## src/rtl/i2c_reg_ctrl_pkg.sv

```systemverilog
// Shared constants for the I2C register-bank controller: FSM encodings and
// default geometry.
package i2c_reg_ctrl_pkg;

  localparam int DEF_NREG = 16;
  localparam int DEF_AW   = 4;

  typedef logic [2:0] state_t;

  localparam state_t ST_IDLE      = 3'd0;
  localparam state_t ST_ADDR_SKIP = 3'd1;
  localparam state_t ST_PTR       = 3'd2;
  localparam state_t ST_DATA      = 3'd3;
  localparam state_t ST_RD_HOLD   = 3'd4;

endpackage

```

## src/rtl/i2c_reg_ctrl_if.sv

```systemverilog
// Byte stream from the I2C slave plus the local host write port.
interface i2c_reg_ctrl_if #(parameter int AW = i2c_reg_ctrl_pkg::DEF_AW);

  logic [7:0]    in_data;
  logic          in_ena;
  logic          in_ready;
  logic          host_we;
  logic [AW-1:0] host_addr;
  logic [7:0]    host_wdata;
  logic          host_ack;

  modport master (
    output in_data, in_ena, in_ready, host_we, host_addr, host_wdata,
    input  host_ack
  );

  modport slave (
    input  in_data, in_ena, in_ready, host_we, host_addr, host_wdata,
    output host_ack
  );

endinterface

```

## src/rtl/i2c_edge_sync.sv

```systemverilog
// Registers the slave idle flag; falling edge marks transfer start, rising
// edge marks stop. Resetting the flop low means a low in_ready is never a start
// until it has been seen high.
module i2c_edge_sync (
  input  logic clk,
  input  logic n_rst,
  input  logic in_ready,
  output logic start,
  output logic stop
);

  logic ready_q;

  always_ff @(posedge clk or negedge n_rst) begin
    if (!n_rst) ready_q <= 1'b0;
    else        ready_q <= in_ready;
  end

  assign start = ready_q & ~in_ready;
  assign stop  = ~ready_q & in_ready;

endmodule

```

## src/rtl/i2c_reg_ctrl.sv

```systemverilog
// Register bank behind an I2C slave: pointer byte then auto-incrementing
// writes, host write port at lower priority, commit pulse at stop.
module i2c_reg_ctrl
  import i2c_reg_ctrl_pkg::*;
#(
  parameter int         NREG    = DEF_NREG,
  parameter int         AW      = DEF_AW,
  parameter logic [7:0] RST_VAL = 8'h00
) (
  input  logic            clk,
  input  logic            n_rst,
  i2c_reg_ctrl_if.slave   bus,
  output logic [NREG*8-1:0] regs_flat,
  output logic            wr_strobe,
  output logic [AW-1:0]   wr_addr,
  output logic [7:0]      rd_data,
  output logic            rw_flag,
  output logic            cfg_update,
  output logic            ptr_err
);

  logic          start;
  logic          stop;
  state_t        state;
  logic [AW-1:0] ptr;
  logic          wrote;
  logic          ptr_oor;
  logic [7:0]    regs [NREG];

  logic i2c_byte;
  logic ptr_ok;
  logic i2c_wr;
  logic host_go;
  logic host_ok;

  i2c_edge_sync u_edge (
    .clk      (clk),
    .n_rst    (n_rst),
    .in_ready (bus.in_ready),
    .start    (start),
    .stop     (stop)
  );

  // ptr_oor covers pointer bytes above the AW-bit range that truncate back in range
  assign ptr_ok   = (int'(ptr) < NREG) && !ptr_oor;
  assign i2c_byte = bus.in_ena && (state == ST_DATA);
  assign i2c_wr   = i2c_byte && ptr_ok;
  assign host_go  = bus.host_we && !i2c_wr;
  assign host_ok  = int'(bus.host_addr) < NREG;

  always_ff @(posedge clk or negedge n_rst) begin
    if (!n_rst) begin
      state        <= ST_IDLE;
      ptr          <= '0;
      wrote        <= 1'b0;
      ptr_oor      <= 1'b0;
      ptr_err      <= 1'b0;
      rw_flag      <= 1'b0;
      cfg_update   <= 1'b0;
      wr_strobe    <= 1'b0;
      wr_addr      <= '0;
      bus.host_ack <= 1'b0;
    end else begin
      wr_strobe    <= i2c_wr || (host_go && host_ok);
      wr_addr      <= i2c_wr ? ptr : bus.host_addr;
      bus.host_ack <= host_go;
      cfg_update   <= stop && (state != ST_IDLE) && (wrote || i2c_wr);

      case (state)
        ST_IDLE: begin
          if (start) begin
            state   <= ST_ADDR_SKIP;
            ptr_err <= 1'b0;
            wrote   <= 1'b0;
            ptr_oor <= 1'b0;
          end
        end
        ST_ADDR_SKIP: begin
          if (bus.in_ena) begin
            rw_flag <= bus.in_data[0];
            state   <= bus.in_data[0] ? ST_RD_HOLD : ST_PTR;
          end
        end
        ST_PTR: begin
          if (bus.in_ena) begin
            ptr     <= bus.in_data[AW-1:0];
            ptr_oor <= int'(bus.in_data) >= NREG;
            state   <= ST_DATA;
          end
        end
        ST_DATA: begin
          if (bus.in_ena) begin
            if (ptr_ok) begin
              wrote <= 1'b1;
              if (int'(ptr) == NREG - 1) ptr <= '0;
              else                       ptr <= ptr + AW'(1);
            end else begin
              ptr_err <= 1'b1;
            end
          end
        end
        ST_RD_HOLD: ;
        default: state <= ST_IDLE;
      endcase

      // A byte arriving with stop has already been handled above
      if (stop && (state != ST_IDLE)) state <= ST_IDLE;
    end
  end

  always_ff @(posedge clk or negedge n_rst) begin
    if (!n_rst) begin
      for (int i = 0; i < NREG; i++) regs[i] <= RST_VAL;
    end else if (i2c_wr) begin
      regs[ptr] <= bus.in_data;
    end else if (host_go && host_ok) begin
      regs[bus.host_addr] <= bus.host_wdata;
    end
  end

  for (genvar g = 0; g < NREG; g++) begin : g_flat
    assign regs_flat[8*g +: 8] = regs[g];
  end

  assign rd_data = (int'(ptr) < NREG) ? regs[ptr] : 8'hFF;

endmodule

```

## src/flat_wrapper.sv

```systemverilog
// flat-port wrapper written by rule: the top's interface ports become plain ports
module i2c_reg_ctrl_flat import i2c_reg_ctrl_pkg::*;
#(
  parameter int         NREG    = DEF_NREG,
  parameter int         AW      = DEF_AW,
  parameter logic [7:0] RST_VAL = 8'h00
)
  (clk, n_rst, regs_flat, wr_strobe, wr_addr, rd_data, rw_flag, cfg_update, ptr_err, bus_in_data, bus_in_ena, bus_in_ready, bus_host_we, bus_host_addr, bus_host_wdata, bus_host_ack);
  i2c_reg_ctrl_if #(.AW(AW)) bus_i ();
  input  logic clk;
  input  logic n_rst;
  output logic [NREG*8-1:0] regs_flat;
  output logic wr_strobe;
  output logic [AW-1:0] wr_addr;
  output logic [7:0] rd_data;
  output logic rw_flag;
  output logic cfg_update;
  output logic ptr_err;
  input wire logic [$bits(bus_i.in_data)-1:0] bus_in_data;
  input wire logic [$bits(bus_i.in_ena)-1:0] bus_in_ena;
  input wire logic [$bits(bus_i.in_ready)-1:0] bus_in_ready;
  input wire logic [$bits(bus_i.host_we)-1:0] bus_host_we;
  input wire logic [$bits(bus_i.host_addr)-1:0] bus_host_addr;
  input wire logic [$bits(bus_i.host_wdata)-1:0] bus_host_wdata;
  output wire logic [$bits(bus_i.host_ack)-1:0] bus_host_ack;
  assign bus_i.in_data = bus_in_data;
  assign bus_i.in_ena = bus_in_ena;
  assign bus_i.in_ready = bus_in_ready;
  assign bus_i.host_we = bus_host_we;
  assign bus_i.host_addr = bus_host_addr;
  assign bus_i.host_wdata = bus_host_wdata;
  assign bus_host_ack = bus_i.host_ack;
  i2c_reg_ctrl #(.NREG(NREG), .AW(AW), .RST_VAL(RST_VAL)) u_core (.clk(clk), .n_rst(n_rst), .bus(bus_i), .regs_flat(regs_flat), .wr_strobe(wr_strobe), .wr_addr(wr_addr), .rd_data(rd_data), .rw_flag(rw_flag), .cfg_update(cfg_update), .ptr_err(ptr_err));
endmodule
```

## config.mk

```make
export PLATFORM = sky130hd
export DESIGN_NAME = i2c_reg_ctrl_flat
export DESIGN_NICKNAME = d
export VERILOG_FILES = /design/src/rtl/i2c_reg_ctrl_pkg.sv /design/src/rtl/i2c_reg_ctrl_if.sv /design/src/rtl/i2c_edge_sync.sv /design/src/rtl/i2c_reg_ctrl.sv /design/src/flat_wrapper.sv
export SDC_FILE = /design/constraint.sdc
export NUM_CORES = 1
export LEC_CHECK = 0
export CORE_MARGIN = 1.5
export CORE_UTILIZATION = 40
export CTS_CLUSTER_DIAMETER = 200
export DETAILED_ROUTE_END_ITERATION = 6
export GPL_TIMING_DRIVEN = 0
export MAX_ROUTING_LAYER = met4
export PLACE_DENSITY = 0.66
export SYNTH_ARGS = -nofsm -noshare
export SYNTH_HDL_FRONTEND = slang
export SYNTH_SLANG_ARGS = --single-unit
```

## constraint.sdc

```tcl
create_clock -name clk -period 3.5 [get_ports clk]
set_input_delay 1.05 -clock clk [delete_from_list [all_inputs] [get_ports clk]]
set_output_delay 1.05 -clock clk [all_outputs]
set_load 0.01 [all_outputs]
```

== After elaboration in Yosys (flattened, before gate mapping) ==
Index checks and enable logic that the tools add are counted.
Cells by class
  $add $sub $neg: 1
  multipliers: 0
  div/mod/pow operators: 0
  magnitude comparators: 5
  eq/ne operators: 14
  shifts and indexed selects: 0
  multiplexer cells: 32
  bitwise logic cells: 6
  reductions and logical operators: 24
Operator list (number)
  bitwise mux 128 bit: 2
  two-way mux 128 bit: 2
  demux 8 bit (select 4 bit): 2
  binary-select mux 8 bit (select 4 bit): 1
  two-way mux 8 bit: 4
  two-way mux 4 bit: 5
  AND reduction 4 bit: 4
  two-way mux 3 bit: 5
  case mux 3 bit (4 select lines): 1
  >= comparator 5 bit, second input constant: 2
  < comparator 5 x 1 -> 1 bit, second input constant: 2
  inverter 4 -> 5 bit: 2
  >= comparator 8 x 5 -> 1 bit, second input constant: 1
  case mux 4 bit (2 select lines): 1
  nonzero test 2 bit: 4
  logical AND 1 bit: 7
  == test 3 x 2 -> 1 bit, second input constant: 2
  two-way mux 1 bit: 6
  inequality test 2 x 1 -> 1 bit, second input constant: 3
  inequality test 2 bit, second input constant: 3
  inequality test 3 x 2 -> 1 bit, second input constant: 2
  case mux 1 bit (2 select lines): 3
  adder 4 x 1 -> 4 bit, second input constant: 1
  == test 4 x 1 -> 1 bit, second input constant: 1
  12 further kinds: 16
Word-level totals
  flip-flop bits (word level): 147
  bits in latches: 0
  RAM bits: 0
  memory bits (read-only): 0
  input port bits: 25
  output and inout bits: 145
  memories kept: 0

== Longest topological paths before layout ==
Gate-level depths: netlist of run 1.
  depth after elaboration: 8
  depth in mapped cells: 9
  mapped depth without buffers: 5

== Hierarchy ==
From an unflattened synthesis of run 1, not the netlist that was laid out.
Second synthesis, totals
  cell total of the unflattened synthesis: 753
  area total of the unflattened synthesis: 8308.0 µm²
By module, submodules not included
  i2c_reg_ctrl: instances 1, cells each 750, area each 8267.9 µm², seq. area each 3653.5 µm²
  i2c_edge_sync: instances 1, cells each 3, area each 40.0 µm², seq. area each 25.0 µm²

== Worst setup path after synthesis of run 1 ==
No wires, ideal clock.
  kind: register -> output
  start: reg u_core.ptr[0]
  end: out rd_data[5]
  arrival time: 1718 ps
  required time: 2450 ps
  setup slack: 732 ps
  stages on the path, launching flop included: 6
  path buffers: 2
  cells stage by stage: dfrtp_1 buf_2 buf_2 mux4_2 a22oi_1 nand2_1
On the way
  longest elaborated chain between the ends: 4
RTL lines
  start: declaration: line i2c_reg_ctrl.sv:25  | logic [AW-1:0] ptr;
  start signal: assignment: line i2c_reg_ctrl.sv:86  | ptr <= bus.in_data[AW-1:0];
  start signal: assignment: line i2c_reg_ctrl.sv:96  | else ptr <= ptr + AW'(1);
  inverter 4 -> 5 bit (implied by the code): line i2c_reg_ctrl.sv:125  | assign rd_data = (int'(ptr) < NREG) ? regs[ptr] : 8'hFF;
  binary-select mux 8 bit (select 4 bit): line i2c_reg_ctrl.sv:125
  two-way mux 8 bit (implied by the code) (2 in series): line i2c_reg_ctrl.sv:125
  end: declaration: line flat_wrapper.sv:15  | output logic [7:0] rd_data;
No other way between the ends. The select of a mux whose other input is x is not followed.

== Final worst setup path of run 1 ==
  start: reg u_core.ptr[0]
  end: out rd_data[6]
Same word-level chain as after synthesis.

==> impl_metrics.json, run 1 <==
{
  "synth_area_leaders": "dfrtp_1 46%, a221o_1 10%, mux4_2 9.0%",
  "antenna_found_initial": 0,
  "rsz0062_at_grt": "no",
  "ys_seq_area_share_pct": 45.7,
  "drtIter0Drc": 1032,
  "synth.area.mux_share_pct": 9.62,
  "via_per_inst": 6.56,
  "dr.pass1.iters": 6,
  "cp.required_ns": 2.45,
  "worst_slew_margin_rel_pct": 37.4,
  "nets": 927,
  "grt_first_pass_wirelength_um": 46000,
  "p_leak_nw": 4.65,
  "setup.worst_path.class": "flip-flop to primary output",
  "area_growth_pct": 33.0,
  "synth.top_cell.area_share_pct": 45.7,
  "hold_path_class": "flip-flop to flip-flop",
  "ant_nets": 0,
  "dpl.hpwl_um": 22000,
  "power.density_nw_per_um2": 761,
  "synth_edf_count": 0,
  "fp.dieW_um": 145,
  "cp-start-kind": "flip-flop",
  "cts_tree": "yes",
  "syn_area_per_cell_um2": 11.2,
  "fp.dieH_um": 145,
  "min_period_ns": 3.42,
  "fmax_mhz": 293,
  "yosys_warnings": 0,
  "grt_pass1_vias": 7298,
  "cts_buffers": 17,
  "ys.flop_type": "dfrtp_1",
  "yosys.area_share.simple_pct": 15.3,
  "synth_top_family_by_area": "compound AO/OA/AOI/OAI gates",
  "hold_viol": 0,
  "finalMaxSlewViolations": 0,
  "syn_nets": 748,
  "core_um2": 19600,
  "drive_gt1_share_pct": 15.5,
  "arrival_ns": 2.37,
  "yosysTopAreaCell": "dfrtp_1",
  "nFillCells": 1757,
  "wirelength_um": 31300,
  "ys_types": 56,
  "rows": 51,
  "setup_slack_ns": 0.0813,
  "final.setup.tns_ns": 0,
  "root_buffer": "clkbuf_16",
  "status": "complete, no violations",
  "place_congestion": 0.953,
  "grtUsageTotal_pct": 31.3,
  "clock_sinks": 147,
  "holdWs_ns": 0.496,
  "fin_worst_skew_ns": 0.0137,
  "clk_pin_slew_ns": 0.06,
  "vias": 7710,
  "num_antenna_cells": 0,
  "cap_violations": 0,
  "drc": 0,
  "synth-seq-cells": 147,
  "worst_slew_pin_slew_ns": 0.932,
  "netlist_instances": 719,
  "crit_fanout": 10,
  "die_area_um2": 21000,
  "grt.overflow.total": 0,
  "setup_viol": 0,
  "vdd_drop_max_uv": 390,
  "finalCritPeriodShare_pct": 97.7,
  "synthAdderAreaFrac_pct": 0.622,
  "synth_xor_area_share_pct": 0,
  "io_pins": 170,
  "clock_latency_ns": 0.44,
  "synth_area_um2": 8040,
  "grt_max_degree": 87,
  "cp-end-kind": "primary output",
  "ys_async_sr_fraction_pct": 100,
  "start_util_pct": 41.0,
  "htree_levels": 4,
  "clk_path_buf_depth": 2,
  "place_ws_ns": -0.367,
  "synth_compound_area_share_pct": 24.0,
  "wire_per_inst_um": 26.6,
  "numPortBuffers": 158
}
## cell usage after synthesis, types with 2 or more instances
master,count
dfrtp_1,147
a221o_1,82
nor2_1,58
nand2_1,48
a21o_1,38
clkbuf_1,37
a22o_1,36
buf_2,32
mux4_2,32
a22oi_1,17
nand3_1,17
and3_1,16
nor4b_1,16
and4_1,14
a21oi_1,10
o21ai_0,10
a21oi_2,9
nand4_1,9
buf_1,8
nor2b_1,8
nor4_1,8
inv_1,6
nand2b_1,5
a211oi_2,4
ha_1,4
nand3b_1,4
nor2_2,4
and2_1,3
buf_4,3
mux2i_1,3
a31oi_1,2
mux2_2,2
nand4b_1,2
nor3_1,2
o31ai_1,2
## routing by layer
metal / track usage [%] / share of wire, % / up-vias
met1: 42.7 / 40 / 3890
met2: 44.4 / 44 / 534
met3: 8.23 / 11 / 86
met4: 12.7 / 3.9 / 0
li1: - / - / 3200
met5: - / 0 / -
## logic make-up (layout without fill, tap and decap cells)
logic type               count (synthesis)  after routing
AND/OR/NAND/NOR                        223            223
AO/OA/AOI/OAI                          221            221
flip-flops                             147            147
buffers and inverters                   87            279
multiplexers                            37             37
adder cells (fa/ha/maj)                  4              4
## power breakdown
part | internal [mW] | switching [mW] | leakage (nW)
registers | 2.18 | 0.522 | 1.85
clock network | 1.14 | 0.760 | 0.291
logic | 1.91 | 1.63 | 2.50
## cell type report
cell class / instances / area (um^2) / share of cell area, %
Buffer: 79 / 412 / 3.85
Clock buffer: 20 / 447 / 4.17
Clock inverter: 12 / 155 / 1.45
Inverter: 7 / 26.3 / 0.246
Multi-Input combinational cell: 485 / 4020 / 37.6
Sequential cell: 147 / 3680 / 34.4
Tap cell: 265 / 332 / 3.10
Timing Repair Buffer: 161 / 1630 / 15.2
## sequential cells by signal, summed over array words and instances (netlist names)
name                   flops
u_core.bus.host_ack        1
u_core.wrote               1
u_core.rw_flag             1
u_core.ptr_err             1
u_core.ptr                 4
u_core.ptr_oor             1
u_core.state               3
u_core.wr_strobe           1
u_core.cfg_update          1
u_core.regs_flat         128
u_core.wr_addr             4
u_core.u_edge.ready_q      1
## worst max-delay path: stages (launching register included)
cell and delay, ns:
dfrtp_1 0.41, buf_12 0.16, buf_12 0.16, mux4_2 0.54, a22oi_2 0.27, nand2_1 0.10
dlygate4sd2_1 0.29
## cell usage in the layout (no fill, tap or decap), types with 9 or more instances in the layout
cell type / n
clkdlybuf4s50_1: 149
dfrtp_1: 146
a221o_1: 82
nor2_1: 58
nand2_1: 48
a21o_1: 38
a22o_1: 36
clkbuf_1: 35
mux4_2: 32
buf_2: 28
nand3_1: 17
clkbuf_16: 17
and3_1: 16
nor4b_1: 16
and4_1: 14
a22oi_1: 10
o21ai_0: 10
a21oi_1: 10
a21oi_2: 9
nand4_1: 9
## path summary, 6_finish.rpt
path	start	endpoint	slack [ns]	cells after the start
worst max-delay path	u_core.ptr[0]	rd_data[6]	0.08	6
worst min-delay path	u_core.wrote	u_core.wrote	0.50	2
worst max register to register	u_core.ptr[1]	u_core.regs_flat[66]	0.80	7
worst min register to register	u_core.wrote	u_core.wrote	0.50	2
max in group asynchronous	n_rst	u_core.regs_flat[44]	2.06	2
min in group asynchronous	n_rst	u_core.u_edge.ready_q	0.59	1
## metrics by stage
step | area, um^2 | util, % | power [mW] | instances
after global routing | 10700 | 54.6 | 8.46 | 1176
after CTS | 10700 | 54.6 | 8.10 | 1176
after global placement | 9950 | 50.8 | 6.08 | 1142
after floorplan | 8040 | - | 4.30 | 719
final | 10700 | 54.6 | 8.14 | 1176
after detailed placement | 9980 | 51.0 | 6.10 | 1143
## timing repair
action | 4_1_cts | 5_1_grt
hold buffers | 0 | 0
buffers inserted | 2 | 0
endpoints found under the setup margin | 8 | 0
gates resized for setup | 36 | 0
Note: power is estimated with default switching activity, not from simulation.
==> run 2: changes to the inputs <==
ABC_AREA = 0   (was not set)
==> results of run 2 <==
The final DEF is identical to that of run 1; final timing and power are the same.
